<file path="config.mk">
export PLATFORM = sky130hd
export DESIGN_NAME = uart_rx
export DESIGN_NICKNAME = d
export VERILOG_FILES = /design/src/rtl/uart_pkg.sv /design/src/rtl/sync2.sv /design/src/rtl/uart_rx.sv
export SDC_FILE = /design/constraint.sdc
export NUM_CORES = 1
export LEC_CHECK = 0
export ABC_AREA = 1
export ABC_CLOCK_PERIOD_IN_PS = 1300
export CELL_PAD_IN_SITES_DETAIL_PLACEMENT = 2
export CELL_PAD_IN_SITES_GLOBAL_PLACEMENT = 2
export CORE_UTILIZATION = 31
export CTS_CLUSTER_SIZE = 14
export DETAILED_ROUTE_END_ITERATION = 12
export PLACE_DENSITY_LB_ADDON = 0.15
export SETUP_SLACK_MARGIN = 0.4
export SLEW_MARGIN = 0
export SYNTH_ARGS = -nofsm -noshare
export SYNTH_HDL_FRONTEND = slang
export SYNTH_HIERARCHICAL = 1
export SYNTH_SLANG_ARGS = --single-unit
</file>
<file path="constraint.sdc">
create_clock -name CLKIN -period 1.3 [get_ports CLKIN]
set_clock_uncertainty 0.1 [all_clocks]
set_input_delay 0.26 -clock CLKIN [delete_from_list [all_inputs] [get_ports CLKIN]]
set_output_delay 0.26 -clock CLKIN [all_outputs]
set_load 0.05 [all_outputs]
</file>
<file path="src/rtl/uart_pkg.sv">
// rtl/uart_pkg.sv - shared UART rate constants and receiver state encoding
package uart_pkg;

  localparam int UART_CLKS_PER_BIT = 16;
  localparam int UART_DATA_BITS    = 8;

  typedef enum logic [1:0] {
    ST_IDLE,
    ST_START,
    ST_DATA,
    ST_STOP
  } uart_rx_state_t;

endpackage

</file>
<file path="src/rtl/sync2.sv">
// rtl/sync2.sv - two-flop synchronizer for a single asynchronous input
module sync2 #(
  parameter logic RESET_VAL = 1'b1
) (
  input  logic clk,
  input  logic rst_n,
  input  logic d,
  output logic q
);

  logic meta;

  always_ff @(posedge clk or negedge rst_n) begin
    if (!rst_n) begin
      meta <= RESET_VAL;
      q    <= RESET_VAL;
    end else begin
      meta <= d;
      q    <= meta;
    end
  end

endmodule

</file>
<file path="src/rtl/uart_rx.sv">
// rtl/uart_rx.sv - 8N1 serial receiver with mid-bit sampling and stop-bit checking
module uart_rx
  import uart_pkg::*;
#(
  parameter int CLKS_PER_BIT = UART_CLKS_PER_BIT,
  parameter int DATA_BITS    = UART_DATA_BITS
) (
  input  logic                 CLKIN,
  input  logic                 RESETN,
  input  logic                 RX,
  output logic [DATA_BITS-1:0] DATA,
  output logic                 VALID,
  output logic                 FRAME_ERR,
  output logic                 BUSY
);

  localparam int CW = $clog2(CLKS_PER_BIT);
  localparam int IW = (DATA_BITS > 1) ? $clog2(DATA_BITS) : 1;
  localparam logic [CW-1:0] CNT_HALF = CW'(CLKS_PER_BIT / 2 - 1);
  localparam logic [CW-1:0] CNT_FULL = CW'(CLKS_PER_BIT - 1);
  localparam logic [IW-1:0] IDX_LAST = IW'(DATA_BITS - 1);

  uart_rx_state_t       state_q, state_d;
  logic [CW-1:0]        cnt_q, cnt_d;
  logic [IW-1:0]        idx_q, idx_d;
  logic [DATA_BITS-1:0] shreg_q, shreg_d;
  logic [DATA_BITS-1:0] data_q, data_d;
  logic                 valid_q, valid_d;
  logic                 ferr_q, ferr_d;
  logic                 rxs, rxs_prev;

  sync2 #(.RESET_VAL(1'b1)) u_sync (
    .clk   (CLKIN),
    .rst_n (RESETN),
    .d     (RX),
    .q     (rxs)
  );

  always_ff @(posedge CLKIN or negedge RESETN) begin
    if (!RESETN) begin
      state_q  <= ST_IDLE;
      cnt_q    <= '0;
      idx_q    <= '0;
      shreg_q  <= '0;
      data_q   <= '0;
      valid_q  <= 1'b0;
      ferr_q   <= 1'b0;
      rxs_prev <= 1'b1;
    end else begin
      state_q  <= state_d;
      cnt_q    <= cnt_d;
      idx_q    <= idx_d;
      shreg_q  <= shreg_d;
      data_q   <= data_d;
      valid_q  <= valid_d;
      ferr_q   <= ferr_d;
      rxs_prev <= rxs;
    end
  end

  // Start needs a falling edge, so a line stuck low never re-arms the receiver.
  always_comb begin
    state_d = state_q;
    cnt_d   = cnt_q;
    idx_d   = idx_q;
    shreg_d = shreg_q;
    data_d  = data_q;
    valid_d = 1'b0;
    ferr_d  = 1'b0;
    unique case (state_q)
      ST_IDLE: begin
        if (rxs_prev && !rxs) begin
          state_d = ST_START;
          cnt_d   = '0;
        end
      end
      ST_START: begin
        cnt_d = cnt_q + CW'(1);
        if (cnt_q == CNT_HALF) begin
          cnt_d   = '0;
          idx_d   = '0;
          state_d = rxs ? ST_IDLE : ST_DATA;
        end
      end
      ST_DATA: begin
        cnt_d = cnt_q + CW'(1);
        if (cnt_q == CNT_FULL) begin
          shreg_d = {rxs, shreg_q[DATA_BITS-1:1]};
          cnt_d   = '0;
          idx_d   = idx_q + IW'(1);
          if (idx_q == IDX_LAST) begin
            idx_d   = '0;
            state_d = ST_STOP;
          end
        end
      end
      ST_STOP: begin
        cnt_d = cnt_q + CW'(1);
        if (cnt_q == CNT_FULL) begin
          cnt_d   = '0;
          state_d = ST_IDLE;
          if (rxs) begin
            data_d  = shreg_q;
            valid_d = 1'b1;
          end else begin
            ferr_d = 1'b1;
          end
        end
      end
      default: state_d = ST_IDLE;
    endcase
  end

  assign DATA      = data_q;
  assign VALID     = valid_q;
  assign FRAME_ERR = ferr_q;
  assign BUSY      = (state_q != ST_IDLE);

endmodule
</file>
## Word-level counts from Yosys, hierarchy flattened

Cells that the tools add are included.
Widths: inputs -> output; s select.

| operators by class | value |
|---|---|
| add/subtract/negate cells | 2 |
| multiply operators | 0 |
| divide/modulo/power cells | 0 |
| $lt $le $gt $ge | 0 |
| eq/ne operators | 11 |
| shift-type cells | 0 |
| muxes and demuxes | 21 |
| bitwise logic cells | 0 |
| reductions and logical operators | 10 |

Operator list:

| kind | number |
|---|---|
| $mux 2 | 6 |
| $mux 4 | 3 |
| $pmux 4 s3 | 1 |
| $ne 2x2->1 const B | 5 |
| $mux 3 | 3 |
| $pmux 2 s4 | 1 |
| $mux 1 | 6 |
| $pmux 3 s2 | 1 |
| $reduce_and 3->1 | 2 |
| $reduce_and 5->1 | 1 |
| $add 4x1->4 const B | 1 |
| $eq 2x2->1 const B | 2 |
| $eq 4x3->1 const B | 1 |
| $eq 4x4->1 const B | 1 |
| $reduce_bool 2->1 | 2 |
| $add 3x1->3 const B | 1 |
| $eq 3x3->1 const B | 1 |
| $eq 2x1->1 const B | 1 |
| $logic_not 2->1 | 1 |
| $reduce_and 2->1 | 1 |
| $reduce_or 2->1 | 1 |
| $logic_and 1x1->1 | 1 |
| $logic_not 1->1 | 1 |

| storage, ports and cells | value |
|---|---|
| flip-flop bits (word level) | 30 |
| latch bits | 0 |
| bits in writable memories | 0 |
| memory bits (read-only) | 0 |
| input bits | 3 |
| output and inout port bits | 11 |
| word-level logic and storage cells | 54 |
| memories kept | 0 |

## Logic depth before layout (Yosys ltp)

| logic depth | value |
|---|---|
| depth in word-level cells | 4 |
| gate-level depth with buffers | 9 |
| depth with buffers taken out | 9 |

## Modules after synthesis

Netlist, hierarchy kept.

Modules (own cells, without submodules):

| module | instances | cells an instance | area each (sq um) | sequential area each (sq um) |
|---|---|---|---|---|
| uart_rx | 1 | 126 | 1241.2 | 701.9 |
| sync2 | 1 | 2 | 52.6 | 52.6 |

## Worst setup path after synthesis

No wires, ideal clock.

| timing | value |
|---|---|
| path kind | register to register |
| start | reg (tool-made name) |
| end | reg cnt_q[1] |
| setup time | 121 ps |
| arrival | 1189 ps |
| required time | 1079 ps |
| path slack | -110 ps |
| cell stages (with the launch flop) | 4 |
| buffers on the path | 0 |
| period minus slack after synthesis | 1410 ps |
| cell sequence | dfrtp_1 nor2_1 inv_1 a22o_1 |

RTL lines:

| element | line | RTL |
|---|---|---|
| to (signal assigned) | uart_rx.sv:51 | `cnt_q <= cnt_d;` |
| to (decl) | uart_rx.sv:24 | `logic [CW-1:0] cnt_q, cnt_d;` |

==> results.ini <==
[run_status]
status = finished, violations left
violations = setup timing

[global_routing]
antenna_found_initial = 0
grt_max_degree = 31
grt_remaining_overflow = 0
grt_pass1_vias = 1302
grt_use_total = 0.2252
grt_pass1_wl_mm = 6.975

[clock_network]
clk_pin_slew_ns = 0.06
cts_sinks = 30
h-tree-depth = 2
insertion_delay_ns = 0.28
cts_root_buffer = clkbuf_8
cts_tree = built
cts_made_buffers = 5
clockBufferDepth = 2

[layout]
drive_above_1_share = 0.6369
multi_input_area_um2 = 653.1
stdcell_count = 229
post-route-util = 0.5402
final_common_cell = buf_4
syn_to_final_growth_pct = 67.02
final_cell_mix = buf_4 (23), nand2_1 (19), dfrtp_1 (15)
fin_area_um2 = 2161
nNetsFinal = 185
fillers = 381
diodes = 0
regArea_um2 = 769.5

[floorplanning]
dieHeight_um = 66.60
placementRows = 23
initial_core_util = 0.3234
pin_count = 14
core_um2 = 4000
die-area_um2 = 4436
die_x_um = 66.60

[setup_path]
worstSetupStartpointType = register
r2r-start = cnt_q[0]$_DFFE_PN0P_
arrival_ns = 1.57
setup.worst_path.end_class = register
crit_type = register to register
reg2reg_slack_ns = -0.20
crit_required_ns = 1.37
worstSetupStartpoint = cnt_q[0]$_DFFE_PN0P_
rr_worst_depth = 8
cp_max_fo = 4

[yosys]
avgSynthCellArea_um2 = 10.11
synth_area_leaders = dfrtp_1 (52%), nand2_1 (8.1%), dfstp_2 (6.1%)
ys_seq_area_frac = 0.5832
ys_types = 24
yosys_warnings = 6
syn-instance-count = 128
synth-seq-cells = 30
synth_top_area_share = 0.5222
yosys.area.top_type = dfrtp_1
synth_area_um2 = 1294
synth_nets = 134

[hold_path]
hp-class = input pin to async pin

[placed_design]
hpwl_mm = 2.303
port_buffers = 13
dpl_cell_area_um2 = 1777
gp_congestion = 0.7421
dp_cells = 204

[sta]
hold_viol = 0
setup_tns_ns = -2.726
finalSetupViolCount = 27
tightest_slew_ns = 0.2115
rsz0062_at_grt = yes
maxClockFrequency_mhz = 666.1
finalCriticalPeriod_ns = 1.501
timing.final.ws_setup_ns = -0.2013
max_slew_margin = 0.8579
maxSlewViolCount = 0
finalCritPeriodShare = 1.155

[drt]
drtIter0Drc = 43
ant_nets = 0
via_per_inst = 4.939
drtPass1Iterations = 4
wl_per_cell_um = 21.12
drt-total-wl_mm = 4.837
vias = 1131
drc_errors = 0

[power]
peakVddDrop_v = 0.0009096
powerDensity_nw_per_um2 = 1723
power_w = 0.003723
p_leak_nw = 0.9534

[flow_run]
cap_violations = 0

[metal layers]
layer  vias up  track usage  share of wire
li1        519            -              -
met1       576       0.2519           0.39
met2        25       0.4167           0.56
met3        11      0.04281          0.029
met4         0      0.08245          0.021
met5         -            0              0
[worst max-delay path, stage by stage (launching register included)]
cell and delay (ns):
dfrtp_1 0.40, ha_4 0.18, nand3_4 0.13, nand2_2 0.12
nand2_4 0.07, nor2_4 0.15, nand2_2 0.09, nand2_1 0.09
nand2_1 0.07
[synth_stat cells (all sizes together)]
library cell	n
o22ai	1
inv	19
o21ai	22
nor4	1
nor2	7
a22o	1
dfstp	3
nand4	1
xor2	1
nand2	33
ha	3
or2	1
buf	2
nand3	5
xnor2	1
dfrtp	27
[timing repair]
item,in CTS,in global routing
cloned,2,0
setup buffers,12,4
pin swaps,7,4
hold buffers,0,0
resized for setup,15,21
endpoints found under the setup margin,38,38
[state kept, by name, summed over array words and instances (netlist names), named ones only]
name and cells:
VALID 1, cnt_q 4, u_sync/q 1, DATA 8, u_sync/meta 1, shreg_q 8
state_q 1, rxs_prev 1, FRAME_ERR 1, idx_q 3
[metrics by stage]
stage | worst slack (ns) | hold WS [ns]
floorplan | -0.008701 | -0.1356
global placement | -0.08610 | 0.2457
detailed placement | -0.1701 | 0.2492
CTS | -0.1300 | 0.2574
global route | -0.2953 | 0.2614
finish | -0.2013 | 0.2559
[worst min-delay path by stage]
stage                                from                    to  slack [ns]  cells after the start
detailed placement  u_sync/meta$_DFF_PN1_    u_sync/q$_DFF_PN1_        0.25                      0
finish                             RESETN   DATA[3]$_DFFE_PN0P_        0.26                      2
floorplan                          RESETN   DATA[0]$_DFFE_PN0P_       -0.14                      0
global placement    u_sync/meta$_DFF_PN1_    u_sync/q$_DFF_PN1_        0.25                      0
CTS                                RESETN  cnt_q[1]$_DFFE_PN0P_        0.26                      2
global route        u_sync/meta$_DFF_PN1_    u_sync/q$_DFF_PN1_        0.26                      0
[final cells by class]
class | instances | area share
Clock buffer | 7 | 0.03532
Timing Repair Buffer | 44 | 0.2409
Inverter | 19 | 0.03648
Tap cell | 50 | 0.02895
Sequential cell | 30 | 0.3561
Multi-Input combinational cell | 79 | 0.3023
[cell families (layout without fill, tap and decap cells)]
| family | after synthesis | after routing | share of synthesized area |
|---|---|---|---|
| AO/OA/AOI/OAI | 24 | 24 | 0.1054 |
| XOR/XNOR | 2 | 2 | 0.01354 |
| adder cells (fa/ha/maj) | 3 | 3 | 0.02902 |
| buffers and inverters | 21 | 70 | 0.07253 |
| flip-flops | 30 | 30 | 0.5832 |
| AND/OR/NAND/NOR | 48 | 50 | 0.1963 |
[report_power, final]
| group | total (W) | switching (W) | internal (W) |
|---|---|---|---|
| registers | 0.00119 | 0.000144 | 0.00105 |
| logic | 0.00181 | 0.000986 | 0.000828 |
| clock network | 0.000718 | 0.000350 | 0.000368 |
(Power assumes the default switching activity.)
